`src/rtl/spi_fwm_sram_arb.sv`:
```
// rtl/spi_fwm_sram_arb.sv - SRAM port arbiter with read-return routing (option: SPI_FWM_SRAM_ARB_PRIO_EN)
module spi_fwm_sram_arb #(
  parameter int NumReq         = 3,
  parameter int SramAw         = 11,
  parameter int SramDw         = 32,
  parameter int MaxOutstanding = 2
) (
  input  logic                                  clk_i,
  input  logic                                  rst_i,
  input  logic [NumReq-1:0]                     req_i,
  input  logic [NumReq-1:0]                     req_write_i,
  input  logic [NumReq*SramAw-1:0]              req_addr_i,
  input  logic [NumReq*SramDw-1:0]              req_wdata_i,
  output logic [NumReq-1:0]                     req_gnt_o,
  output logic [NumReq-1:0]                     req_rvalid_o,
  output logic [SramDw-1:0]                     req_rdata_o,
  output logic [1:0]                            req_error_o,
  output logic                                  sram_req_o,
  output logic                                  sram_write_o,
  output logic [SramAw-1:0]                     sram_addr_o,
  output logic [SramDw-1:0]                     sram_wdata_o,
  input  logic                                  sram_gnt_i,
  input  logic                                  sram_rvalid_i,
  input  logic [SramDw-1:0]                     sram_rdata_i,
  input  logic [1:0]                            sram_error_i,
  output logic                                  unexp_rvalid_o,
  output logic [$clog2(MaxOutstanding+1)-1:0]   outstanding_o
);

  localparam int IdW  = (NumReq > 1) ? $clog2(NumReq) : 1;
  localparam int CntW = $clog2(MaxOutstanding + 1);
  localparam int PtrW = (MaxOutstanding > 1) ? $clog2(MaxOutstanding) : 1;
`ifdef SPI_FWM_SRAM_ARB_PRIO_EN
  localparam bit PrioEn = 1'b1;
`else
  localparam bit PrioEn = 1'b0;
`endif

  logic [IdW-1:0]    rr_q, rr_d;
  logic [IdW-1:0]    ids_q [MaxOutstanding];
  logic [PtrW-1:0]   wptr_q, rptr_q;
  logic [CntW-1:0]   cnt_q;
  logic              unexp_q;

  logic              full, empty, push, pop, granted, found;
  logic [NumReq-1:0] elig, win_oh;
  logic [IdW-1:0]    win;

  function automatic logic [PtrW-1:0] ptr_inc(input logic [PtrW-1:0] p);
    return (p == PtrW'(MaxOutstanding - 1)) ? '0 : p + PtrW'(1);
  endfunction

  // Eligibility: reads need a free tracking slot (judged on the registered count)
  always_comb begin
    full  = (cnt_q == CntW'(MaxOutstanding));
    empty = (cnt_q == '0);
    elig  = rst_i ? '0 : (req_i & (req_write_i | {NumReq{~full}}));
  end

  // Winner selection: optional strict requester 0, then scan rr..NumReq-1 followed by 0..rr-1
  always_comb begin
    found  = 1'b0;
    win    = '0;
    win_oh = '0;
    if (PrioEn && elig[0]) begin
      found     = 1'b1;
      win_oh[0] = 1'b1;
    end
    for (int k = 0; k < NumReq; k++) begin
      if (!found && elig[k] && (k >= int'(rr_q)) && !(PrioEn && k == 0)) begin
        found     = 1'b1;
        win       = IdW'(k);
        win_oh[k] = 1'b1;
      end
    end
    for (int k = 0; k < NumReq; k++) begin
      if (!found && elig[k] && (k < int'(rr_q)) && !(PrioEn && k == 0)) begin
        found     = 1'b1;
        win       = IdW'(k);
        win_oh[k] = 1'b1;
      end
    end
  end

  // SRAM request mux and grant fan-back
  always_comb begin
    sram_req_o   = found;
    sram_write_o = 1'b0;
    sram_addr_o  = '0;
    sram_wdata_o = '0;
    for (int k = 0; k < NumReq; k++) begin
      if (win_oh[k]) begin
        sram_write_o = req_write_i[k];
        sram_addr_o  = req_addr_i[k*SramAw +: SramAw];
        sram_wdata_o = req_wdata_i[k*SramDw +: SramDw];
      end
    end
    granted   = sram_gnt_i & found;
    req_gnt_o = granted ? win_oh : '0;
    push      = granted & ~sram_write_o;
    pop       = sram_rvalid_i & ~empty & ~rst_i;
    rr_d      = rr_q;
    if (granted && !(PrioEn && win == '0)) begin
      rr_d = (win == IdW'(NumReq - 1)) ? '0 : win + IdW'(1);
    end
  end

  // Read-return routing: the head of the tracking FIFO owns the returning beat
  always_comb begin
    req_rvalid_o = '0;
    for (int k = 0; k < NumReq; k++) begin
      if (pop && ids_q[rptr_q] == IdW'(k)) begin
        req_rvalid_o[k] = 1'b1;
      end
    end
    req_rdata_o    = sram_rdata_i;
    req_error_o    = sram_error_i;
    unexp_rvalid_o = unexp_q;
    outstanding_o  = cnt_q;
  end

  // Round-robin pointer, tracking FIFO and sticky unexpected-rvalid flag
  always_ff @(posedge clk_i or posedge rst_i) begin
    if (rst_i) begin
      rr_q    <= '0;
      wptr_q  <= '0;
      rptr_q  <= '0;
      cnt_q   <= '0;
      unexp_q <= 1'b0;
      for (int i = 0; i < MaxOutstanding; i++) begin
        ids_q[i] <= '0;
      end
    end else begin
      rr_q <= rr_d;
      if (push) begin
        ids_q[wptr_q] <= win;
        wptr_q        <= ptr_inc(wptr_q);
      end
      if (pop) begin
        rptr_q <= ptr_inc(rptr_q);
      end
      if (push && !pop) begin
        cnt_q <= cnt_q + CntW'(1);
      end else if (pop && !push) begin
        cnt_q <= cnt_q - CntW'(1);
      end
      if (sram_rvalid_i && empty) begin
        unexp_q <= 1'b1;
      end
    end
  end

endmodule
```
`config.mk`:
```
export PLATFORM = sky130hd
export DESIGN_NAME = spi_fwm_sram_arb
export DESIGN_NICKNAME = d
export VERILOG_FILES = /design/src/rtl/spi_fwm_sram_arb.sv
export SDC_FILE = /design/constraint.sdc
export NUM_CORES = 1
export LEC_CHECK = 0
export ABC_AREA = 1
export CORE_AREA = 2 2 101 103
export CTS_CLUSTER_DIAMETER = 100
export DETAILED_ROUTE_END_ITERATION = 7
export DIE_AREA = 0 0 103 105
export GPL_ROUTABILITY_DRIVEN = 0
export PLACE_DENSITY = 0.67
export SYNTH_ARGS = -nofsm -noshare
export SYNTH_HDL_FRONTEND = slang
export SYNTH_SLANG_ARGS = --single-unit
export TNS_END_PERCENT = 20
```
`constraint.sdc`:
```
create_clock -name clk_i -period 2.8 [get_ports clk_i]
set_clock_uncertainty 0.1 [all_clocks]
set_input_delay 0.28 -clock clk_i [delete_from_list [all_inputs] [get_ports clk_i]]
set_output_delay 0.28 -clock clk_i [all_outputs]
set_load 0.05 [all_outputs]
```
==> reports/metrics.yaml <==
status:
  status: "completed"
timing:
  period_share_pct: 93.0
  hold_slack_ns: 0.349
  setup_viol: 0
  rsz0062_at_grt: "no"
  period_needed_ns: 2.60
  fmax_ghz: 0.384
  finalSetupTns_ns: 0
  hold_viol_final: 0
  worstMarginPinSlew_ns: 0.496
  drv_slew: 0
  maxSlewHeadroom_pct: 66.8
finish:
  areaGrowthSynthToFinish_pct: 128
  antenna_cells: 0
  fin_nets: 659
  drive_above_1_share_pct: 17.4
clock_tree:
  clkTransAtPathRegs_ns: 0.05
  clkLatencyLatePin_ns: 0.24
  htree_levels: 1
  cts_hold_buf: 0
  cts_tree: "done"
  cts-root-buf: "clkbuf_8"
  post_cts_buffers: 0
  numCtsBuffers: 3
  clockBufferDepth: 2
  clock_sinks: 11
  post_cts_resized: 0
setup_path:
  r2r_slack_ns: 0.37
  slowest_stage: "clkdlybuf4s50_1"
  crit_path_end: "sram_wdata_o[3]"
  crit_path_max_incr_delay_ns: 0.42
  cp_num_cells: 12
  r2r-end: "outstanding_o[1]"
  crit_type: "in -> out"
  path_delay_family: "buffers and inverters"
  cp-start-kind: "input port"
  crit_start: "req_write_i[2]"
  crit_buf_inv: 5
  r2r_start: "outstanding_o[0]"
  crit_top_cell: "nand3_1"
  arrival_ns: 2.22
  worstPathCellList: "clkdlybuf4s50_1, inv_1, nand3_1, nand3_1, inv_2, nor2_4, nand3_2, nand2_2, buf_4, nand2_1, nand3_1, buf_12"
  worst_setup_path_end_kind: "output port"
  crit_fanout: 23
  required_ns: 2.42
  reg2regPathDepth: 16
power_and_ir_drop:
  cellPowerDensity_nw_per_um2: 817
  max-vdd-ir-drop_v: 0.000317
  leakage_nw: 1.86
floorplan:
  coreArea_um2: 9640
  die_y_um: 105
  ios: 261
  die_area_um2: 10800
  rows: 36
  initial_core_util_pct: 19.3
  die_w_um: 103
route:
  wl_per_cell_um: 13.3
  vias: 2666
  avgViaCountPerCell: 4.32
  drt-total-wl_um: 8200
  first_pass_iters: 5
  drt_iter0_markers: 129
  antenna_left: 0
  drc: 0
yosys:
  syn-num-nets: 500
  synth-seq-cells: 11
  seq_area_frac_synth_pct: 14.8
  synth_area_um2: 1860
  synth_async_sr_flop_share_pct: 100
  yosysUniqueCellTypes: 26
  synthCells: 326
  synth_edf_count: 0
  syn_area_per_cell_um2: 5.70
  yosysWarnings: 0
  synth-main-ff-cell: "dfrtp_1"
global_route:
  grt_overflow_total: 0
  grt_antenna_before_repair: 0
  grt_util_all_layers_pct: 13.7
  grt_pass1_vias: 2559
  grt_max_degree: 25
  grt_pass1_wl_um: 12100
job:
  cap_violations: 0
min_path:
  min_from: "unexp_rvalid_o"
  hp-class: "reg -> reg"
  hold_path_depth: 1
placed_design:
  hpwlAfterDp_um: 6920
  io_buffers: 192
## power breakdown
group	total, W	internal (W)	switching [W]
clock network	0.000164	0.000100	0.0000633
logic	0.00300	0.00132	0.00168
registers	0.000294	0.000228	0.0000660
total	0.00346	0.00165	0.00181
## synth_stat cells, types with 3 or more instances
cell	count	area, um2
nand2_1	149	559
buf_6	5	56.3
o21ai_0	4	20.0
nor3_1	3	15.0
nand4_2	3	37.5
nand3_2	4	40.0
inv_2	3	11.3
a21oi_1	5	25.0
dfrtp_1	11	275
nor2_1	6	22.5
buf_4	38	285
xnor2_1	3	26.3
nand2_2	6	37.5
nand4_1	6	37.5
inv_1	20	75.1
nand3_1	48	240
## how the worst min path moves through the flow
stage                          end  slack (ns)
floorplan                 ids_q[0]        0.04
global placement    unexp_rvalid_o        0.34
detailed placement  unexp_rvalid_o        0.34
CTS                 unexp_rvalid_o        0.36
global route        unexp_rvalid_o        0.37
finish              unexp_rvalid_o        0.35
## worst register-to-register path, delay by kind of cell (launching register included)
family / cells / cell delay [ns]
flip-flops: 1 / 0.42
buffers and inverters: 2 / 0.16
XOR/XNOR: 1 / 0.14
AO/OA/AOI/OAI: 2 / 0.24
adder cells (fa/ha/maj): 1 / 0.31
AND/OR/NAND/NOR: 10 / 0.94
## state kept, by name, indices dropped and copies added, names as in the netlist
register and cells:
rptr_q 1, ids_q 4, unexp_rvalid_o 1, outstanding_o 2
rr_q 2, wptr_q 1
## metrics by stage
step,worst slack [ns],instances,util [%],total power [W],area (um2)
2_1_floorplan,0.152,326,-,0.00197,1870
3_3_place_gp,0.205,613,43.5,0.00329,4190
3_5_place_dp,0.0524,613,43.5,0.00331,4190
4_1_cts,0.186,617,44.0,0.00349,4240
5_1_grt,0.0244,617,44.0,0.00363,4240
6_report,0.197,617,44.0,0.00346,4240
## logic make-up (layout without fill, tap and decap cells)
kind of cell	count (synthesis)	in the layout	share of synthesized area, %
AOI/OAI and AO/OA	12	12	4.11
DFF	11	11	14.8
xor gates and xnor gates	3	3	1.41
buffers and inverters	70	228	23.8
and+or+nand+nor	229	229	55.2
adders and majority gates	1	1	0.673
## area by class of cell
type | count | area [um2]
Sequential cell | 11 | 277
Inverter | 23 | 86.3
Timing Repair Buffer | 201 | 2510
Tap cell | 133 | 166
Multi-Input combinational cell | 245 | 1150
Clock buffer | 4 | 45.0
Fill cell | 955 | 5400
## cells in the final DEF (no fill, tap or decap)
master and count:
nand2_1 149, clkdlybuf4s50_1 141, buf_12 52, nand3_1 48
inv_1 20, dfrtp_1 10, buf_4 8, nor2_1 6
nand2_2 6, nand4_1 6, a21oi_1 5, nand3_2 4
o21ai_0 4, inv_2 3, xnor2_1 3, nor3_1 3
clkbuf_8 3, nand4_2 2, nor2_4 1, nand4_4 1
nor2_2 1, a21oi_4 1, nand2_4 1, a21o_1 1
nand3b_1 1, o21bai_1 1, ha_1 1, clkbuf_1 1
dfrtp_2 1
## routing by layer
layer / track usage, % / part of all wire (%)
met5: 0 / 0
met4: 4.51 / 2.6
met3: 2.21 / 8.5
met2: 25.3 / 49
met1: 15.7 / 39
No activity file was read; power rests on OpenSTA's default activity.
